--- src/rtl/ifetch_unit.sv ---
// ifetch_unit: instruction-fetch stage.
// Generates the PC and fetches from instruction memory over a req/ack handshake.
// It presents PC+4, the instruction and a flush flag to the IF/ID register.
// A one-entry buffer keeps an instruction that arrives while IF/ID is stalled.
//
// Ports:
//   i_clk        rising-edge clock
//   i_rst_n      asynchronous active-low reset
//   i_stall      1 = IF/ID holds (shared with the IF/ID write-hold input)
//   i_redirect   taken branch/jump, load i_target
//   i_target     redirect address, bits [1:0] ignored
//   o_imem_req   fetch request
//   o_imem_addr  word-aligned fetch address
//   i_imem_ack   request complete / data valid
//   i_imem_data  instruction, valid with i_imem_ack
//   o_pc4        PC+4 of the presented instruction
//   o_order      presented instruction, 0 while o_flash=1
//   o_flash      bubble/flush into IF/ID
module ifetch_unit #(
  parameter logic [31:0] RESET_PC = 32'h0000_0000
) (
  input  logic        i_clk,
  input  logic        i_rst_n,
  input  logic        i_stall,
  input  logic        i_redirect,
  input  logic [31:0] i_target,
  output logic        o_imem_req,
  output logic [31:0] o_imem_addr,
  input  logic        i_imem_ack,
  input  logic [31:0] i_imem_data,
  output logic [31:0] o_pc4,
  output logic [31:0] o_order,
  output logic        o_flash
);

  typedef enum logic [1:0] {StIdle, StWait, StHold, StDrain} state_e;

  localparam logic [31:0] ResetPcAligned = {RESET_PC[31:2], 2'b00};

  state_e      r_state;
  logic [31:0] r_pc;
  logic [31:0] r_buf;
  // Address of the request being drained; the PC may already point at a redirect
  // target, but the memory needs the old address held until it acks.
  logic [31:0] r_drain_addr;

  logic [31:0] w_pc4;
  logic [31:0] w_target;

  assign w_pc4    = r_pc + 32'd4;
  assign w_target = {i_target[31:2], 2'b00};

  always_ff @(posedge i_clk or negedge i_rst_n) begin
    if (!i_rst_n) begin
      r_state      <= StIdle;
      r_pc         <= ResetPcAligned;
      r_buf        <= 32'd0;
      r_drain_addr <= ResetPcAligned;
    end else begin
      unique case (r_state)
        StIdle: begin
          if (i_redirect) r_pc <= w_target;
          r_state <= StWait;
        end
        StWait: begin
          if (i_redirect) begin
            r_pc <= w_target;
            if (i_imem_ack) begin
              r_state <= StWait;
            end else begin
              r_drain_addr <= r_pc;
              r_state      <= StDrain;
            end
          end else if (i_imem_ack && !i_stall) begin
            r_pc <= w_pc4;
          end else if (i_imem_ack && i_stall) begin
            r_buf   <= i_imem_data;
            r_state <= StHold;
          end
        end
        StHold: begin
          if (i_redirect) begin
            r_pc    <= w_target;
            r_buf   <= 32'd0;
            r_state <= StWait;
          end else if (!i_stall) begin
            r_pc    <= w_pc4;
            r_state <= StWait;
          end
        end
        StDrain: begin
          if (i_redirect) r_pc <= w_target;
          // The outstanding request's data is always discarded.
          if (i_imem_ack) r_state <= StWait;
        end
        default: r_state <= StIdle;
      endcase
    end
  end

  always_comb begin
    o_imem_req  = 1'b0;
    o_imem_addr = r_pc;
    o_order     = 32'd0;
    o_pc4       = w_pc4;
    o_flash     = 1'b1;
    unique case (r_state)
      StIdle: ;
      StWait: begin
        o_imem_req = 1'b1;
        if (i_imem_ack && !i_stall) begin
          o_order = i_imem_data;
          o_flash = 1'b0;
        end else if (i_imem_ack) begin
          o_flash = 1'b0;
        end else begin
          // Flush would override the IF/ID hold, so never raise it while stalled.
          o_flash = !i_stall;
        end
      end
      StHold: begin
        o_order = r_buf;
        o_flash = 1'b0;
      end
      StDrain: begin
        o_imem_req  = 1'b1;
        o_imem_addr = r_drain_addr;
      end
      default: ;
    endcase
    if (i_redirect) begin
      o_flash = 1'b1;
      o_order = 32'd0;
    end
  end

endmodule

--- config.mk ---
export PLATFORM = sky130hd
export DESIGN_NAME = ifetch_unit
export DESIGN_NICKNAME = d
export VERILOG_FILES = /design/src/rtl/ifetch_unit.sv
export SDC_FILE = /design/constraint.sdc
export NUM_CORES = 1
export LEC_CHECK = 0
export ABC_AREA = 0
export CORE_ASPECT_RATIO = 1.25
export CORE_MARGIN = 2
export CORE_UTILIZATION = 50
export DETAILED_ROUTE_END_ITERATION = 8
export HOLD_SLACK_MARGIN = 0.15
export PLACE_DENSITY = 0.85
export SYNTH_ARGS = -nofsm -noshare
export SYNTH_HDL_FRONTEND = slang
export SYNTH_SLANG_ARGS = --single-unit
--- constraint.sdc ---
create_clock -name i_clk -period 3.3 [get_ports i_clk]
set_input_delay 0.66 -clock i_clk [delete_from_list [all_inputs] [get_ports i_clk]]
set_output_delay 0.66 -clock i_clk [all_outputs]
set_load 0.02 [all_outputs]
---- Word level (Yosys, flattened, before mapping) ----
Index checks and enable logic that the tools add are counted.
cells by class
  multiplexer cells ....................... 28
  reduce and logical (&&, ||, !) cells .... 11
  equality and inequality tests ........... 13
  bitwise operators ....................... 1
  add/sub/neg operators ................... 1
operators with widths
  cell                                                                   number
  32-bit 2-to-1 mux                                                      12
  32-bit one-hot mux with 2 select lines                                 2
  32-bit one-hot mux with 3 select lines                                 1
  32-bit by 3-bit adder with 32-bit output, second input constant        1
  2-bit 2-to-1 mux                                                       7
  3-bit != test, second input constant                                   4
  2-bit != test, second input constant                                   5
  2-bit one-hot mux with 4 select lines                                  1
  3-bit AND reduction                                                    2
  5-bit AND reduction                                                    1
  2-bit equality test, second input constant                             2
  1-bit 2-to-1 mux                                                       4
  4-bit AND reduction                                                    1
  2-bit OR reduction                                                     2
  2-bit by 1-bit equality test with 1-bit output, second input constant  1
  1-bit logical AND                                                      2
  2-bit logical NOT                                                      1
  2-bit by 1-bit != test with 1-bit output, second input constant        1
  1-bit one-hot mux with 2 select lines                                  1
  2-bit nonzero test                                                     1
  1-bit logical NOT                                                      1
  1-bit inverter                                                         1
storage, ports and cells
  output and inout bits ................... 98
  input port bits ......................... 69
  register bits ........................... 98
  word-level logic and storage cells ...... 58

---- Longest topological paths before layout ----
  word-level depth ........................ 5
  depth in mapped cells ................... 9

---- Worst setup path before layout ----
No wires, ideal clock.
  path kind ............................... register to output
  from .................................... register r_pc[2]
  to ...................................... output port o_pc4[30]
  data required time ...................... 2640 ps
  path buffers ............................ 1
  stages on the path, launching flop included .. 8
  setup slack ............................. 780 ps
  arrival time ............................ 1860 ps
  cell sequence ........................... dfrtp_1 > ha_1 > nand3_1 > nor4_2 > and2_1 > buf_2 > nand3_1 > xnor2_1
on the way
  longest elaborated chain between the ends .. 1
RTL lines
  what                                      RTL line  text
  start, declared                           41        logic [31:0] r_pc;
  start signal, assigned                    56        r_pc <= ResetPcAligned;
  start signal, assigned                    62        if (i_redirect) r_pc <= w_target;
  start signal, assigned                    67        r_pc <= w_target;
  32-bit by 3-bit adder with 32-bit output  50        assign w_pc4 = r_pc + 32'd4;
  end, declared                             31        output logic [31:0] o_pc4,
Every way passes these cells.

---- Worst setup path in the final report ----
  from .................................... register r_pc[5]
  to ...................................... output port o_pc4[29]
Same word-level chain as after synthesis.

==> results by group <==
Global route
  • Antenna violations before repair: 0
  • First-pass GRT wire length: ~23 mm
  • Largest net degree at the start of global routing: 66
  • Vias in the first global route: 4714
  • Total Routing Usage GR: between 20% and 30%
  • GRT Residual Overflow: 0

Synthesis
  • Seq cells post-synth: 94
  • FFs w/ async S/R, synth: 100%
  • Most frequent cell after synthesis: dfrtp_1
  • Synth top area share: a little over two fifths
  • Syn. warnings: 0
  • Synth top cells by count: 94 x dfrtp_1, 61 x nand2_1, 56 x mux2_2
  • Mapped Area: 5400 um^2
  • Top cell type by total area after synthesis: dfrtp_1
  • Syn_area_per_cell: 9.83 um^2
  • Sequential share of the synthesized area: between 40 and 50%
  • Main synth FF type: dfrtp_1
  • Synth cell types: 39
  • Post-synth EDFFs: 0
  • Synthesized netlist cell count: between 500 and 600
  • Area contributors post-synth: dfrtp_1 44%, mux2_2 12%, a22o_1 5.2%

Placed design
  • DP HPWL: 9.98 mm
  • PortBufs: 160
  • Routability cong.: between 0.8 and 0.9
  • Placed Area: just over 7000 um^2

STA
  • Final setup viols: 0
  • Hold WS: around 0.36 ns
  • Max Clock Freq: 315 MHz
  • Final hold violation count: 0
  • Final period util: approximately 96%
  • Slew headroom: 55.3%
  • Worst-margin pin slew: 0.671 ns
  • Slew Limit Fails: 0
  • Clock Skew: 0.00708 ns
  • Final worst path period need: approximately 3.2 ns

Worst setup path
  • CP Data Arrival Time: around 2.5 ns
  • Reg2reg path depth: 8
  • Worst Setup Start Kind: flop
  • Max stage delay on crit path: 0.63 ns
  • Crit path max fanout: 14
  • Type of destination of the critical path: output port
  • Crit path required time: between 2 and 3 ns
  • CP Class: reg2out
  • Crit path max-delay cell type: clkdlybuf4s50_1
  • CP Cell Sequence: nand4_2 -> nor4_4 -> buf_6 -> nand3_1 -> xnor2_1 -> clkdlybuf4s50_1

Die
  • Die Ht: roughly 120 um
  • DIE AREA: around 12000 um^2
  • Number of top-level pins: 167
  • Core area: 10600 um^2
  • Die Width: 96.9 um
  • # rows: between 40 and 50
  • Initial Util: between 50% and 60%

Clocking
  • Worst-path clk slew: 0.06 ns
  • CTS max path bufs: 2
  • Hold_buf cts: 0
  • CTS root buffer: clkbuf_16
  • Clk_lat worst skew: 0.34 ns
  • CTS Buf Count: 9
  • H-tree levels: 3
  • CTS Sinks: between 90 and 100
  • CTS tree: done

Routing
  • Drt wl/cell: 17.0 um
  • Drt first pass iters: 5
  • Via Count: around 4600
  • Antenna Violating Nets Remaining: 0
  • DRC viols: 0
  • Vias per cell: 5.64
  • Final wirelength: 14.0 mm
  • First-iteration detailed-routing DRC count: 200

Min path
  • Worst hold-check path type: in2async

Job
  • Max-Cap Viols: 0

Cells and area
  • Final instance area: 7460 um^2
  • Ant diodes: 0
  • Final net count: 758
  • Area delta synth->final: 38.2%
  • Share of cells above drive strength 1: between 10% and 20%

Power
  • Peak supply drop: roughly 0.35 mV
  • Pwr/cell area: around 710 nW/um^2
  • Lkg Pwr: 0.00310 uW

Status
  • Status: complete, no violations
==> metal layers <==
metal  up-vias  routed length, um  global-route usage [%]
met2       180               7240                    42.9
met5         -                  0                       0
li1       2192                  -                       -
met4         0                274                    8.80
met1      2243               5510                    29.4
met3        23                932                    4.95
==> cell families after synthesis <==
kind of cell,Yosys count,share of synthesized area [%]
AND/OR/NAND/NOR,165,15.0
AO/OA/AOI/OAI,108,14.0
flip-flops,94,43.6
buffers and inverters,64,5.42
XOR/XNOR,57,9.25
multiplexers,56,11.7
adder cells (fa/ha/maj),4,0.927
other,1,0.0695
==> final cells by class <==
class | instances | area [um^2]
Clock inverter | 5 | 58.8
Clock buffer | 11 | 243
Inverter | 7 | 26.3
Timing Repair Buffer | 179 | 1780
Fill cell | 776 | 3110
Multi-Input combinational cell | 394 | 2830
Sequential cell | 94 | 2360
Tap cell | 132 | 165
==> cell usage in the layout (no fill, tap or decap), drive strengths merged, types with 7 or more instances in the layout <==
master / n
clkbuf: 11
o21ai: 36
clkdlybuf4s50: 145
nand4: 19
a22oi: 33
xnor2: 27
xor2: 30
nor2: 41
dlymetal6s2s: 7
inv: 7
mux2: 56
buf: 21
nand2: 61
a22o: 32
dfrtp: 94
nand3: 18
==> stage by stage <==
stage | cells | util [%] | TNS [ns] | power (uW) | worst slack (ns)
floorplan | 552 | - | 0 | 3300 | 0.780
global placement | 806 | 67.1 | 0 | 4220 | 0.182
detailed placement | 806 | 67.1 | 0 | 4300 | 0.168
CTS | 822 | 70.0 | 0 | 5350 | 0.00956
global route | 822 | 70.6 | -0.00649 | 5610 | -0.00649
finish | 822 | 70.6 | 0 | 5330 | 0.121
==> registers in the layout, indices dropped and copies added, names as in the netlist <==
| name | flops |
|---|---|
| r_buf | 32 |
| r_drain_addr | 30 |
| r_pc | 30 |
| r_state | 2 |
==> power breakdown <==
| part | switching (uW) | leakage [uW] | internal [uW] |
|---|---|---|---|
| clock | 429 | 0.000142 | 608 |
| sequential | 286 | 0.00115 | 1560 |
| combinational | 1210 | 0.00180 | 1230 |
| total | 1930 | 0.00310 | 3400 |
==> final timing paths <==
| kind | start | end | slack (ns) |
|---|---|---|---|
| worst max-delay path | r_pc[5] | o_pc4[29] | 0.12 |
| max in group asynchronous | i_rst_n | r_pc[4] | 2.26 |
| min in group i_clk | r_drain_addr[2] | r_drain_addr[2] | 0.49 |
| worst max register to register | r_state[0] | r_pc[13] | 1.11 |
| worst min-delay path | i_rst_n | r_pc[21] | 0.36 |
| worst min register to register | r_drain_addr[2] | r_drain_addr[2] | 0.49 |
==> timing repair <==
| item | CTS | global route |
|---|---|---|
| endpoints found under the setup margin | 9 | 35 |
| setup buffers | 0 | 0 |
| resized for setup | 9 | 19 |
| pin swaps | 0 | 0 |
==> critical path: cells and delay by family (launching register included) <==
kind | cells | cell delay, ns
XOR/XNOR | 1 | 0.20
buffers and inverters | 2 | 0.84
flip-flops | 1 | 0.46
AND/OR/NAND/NOR | 3 | 0.67
Power figures use the tool's default switching activity.
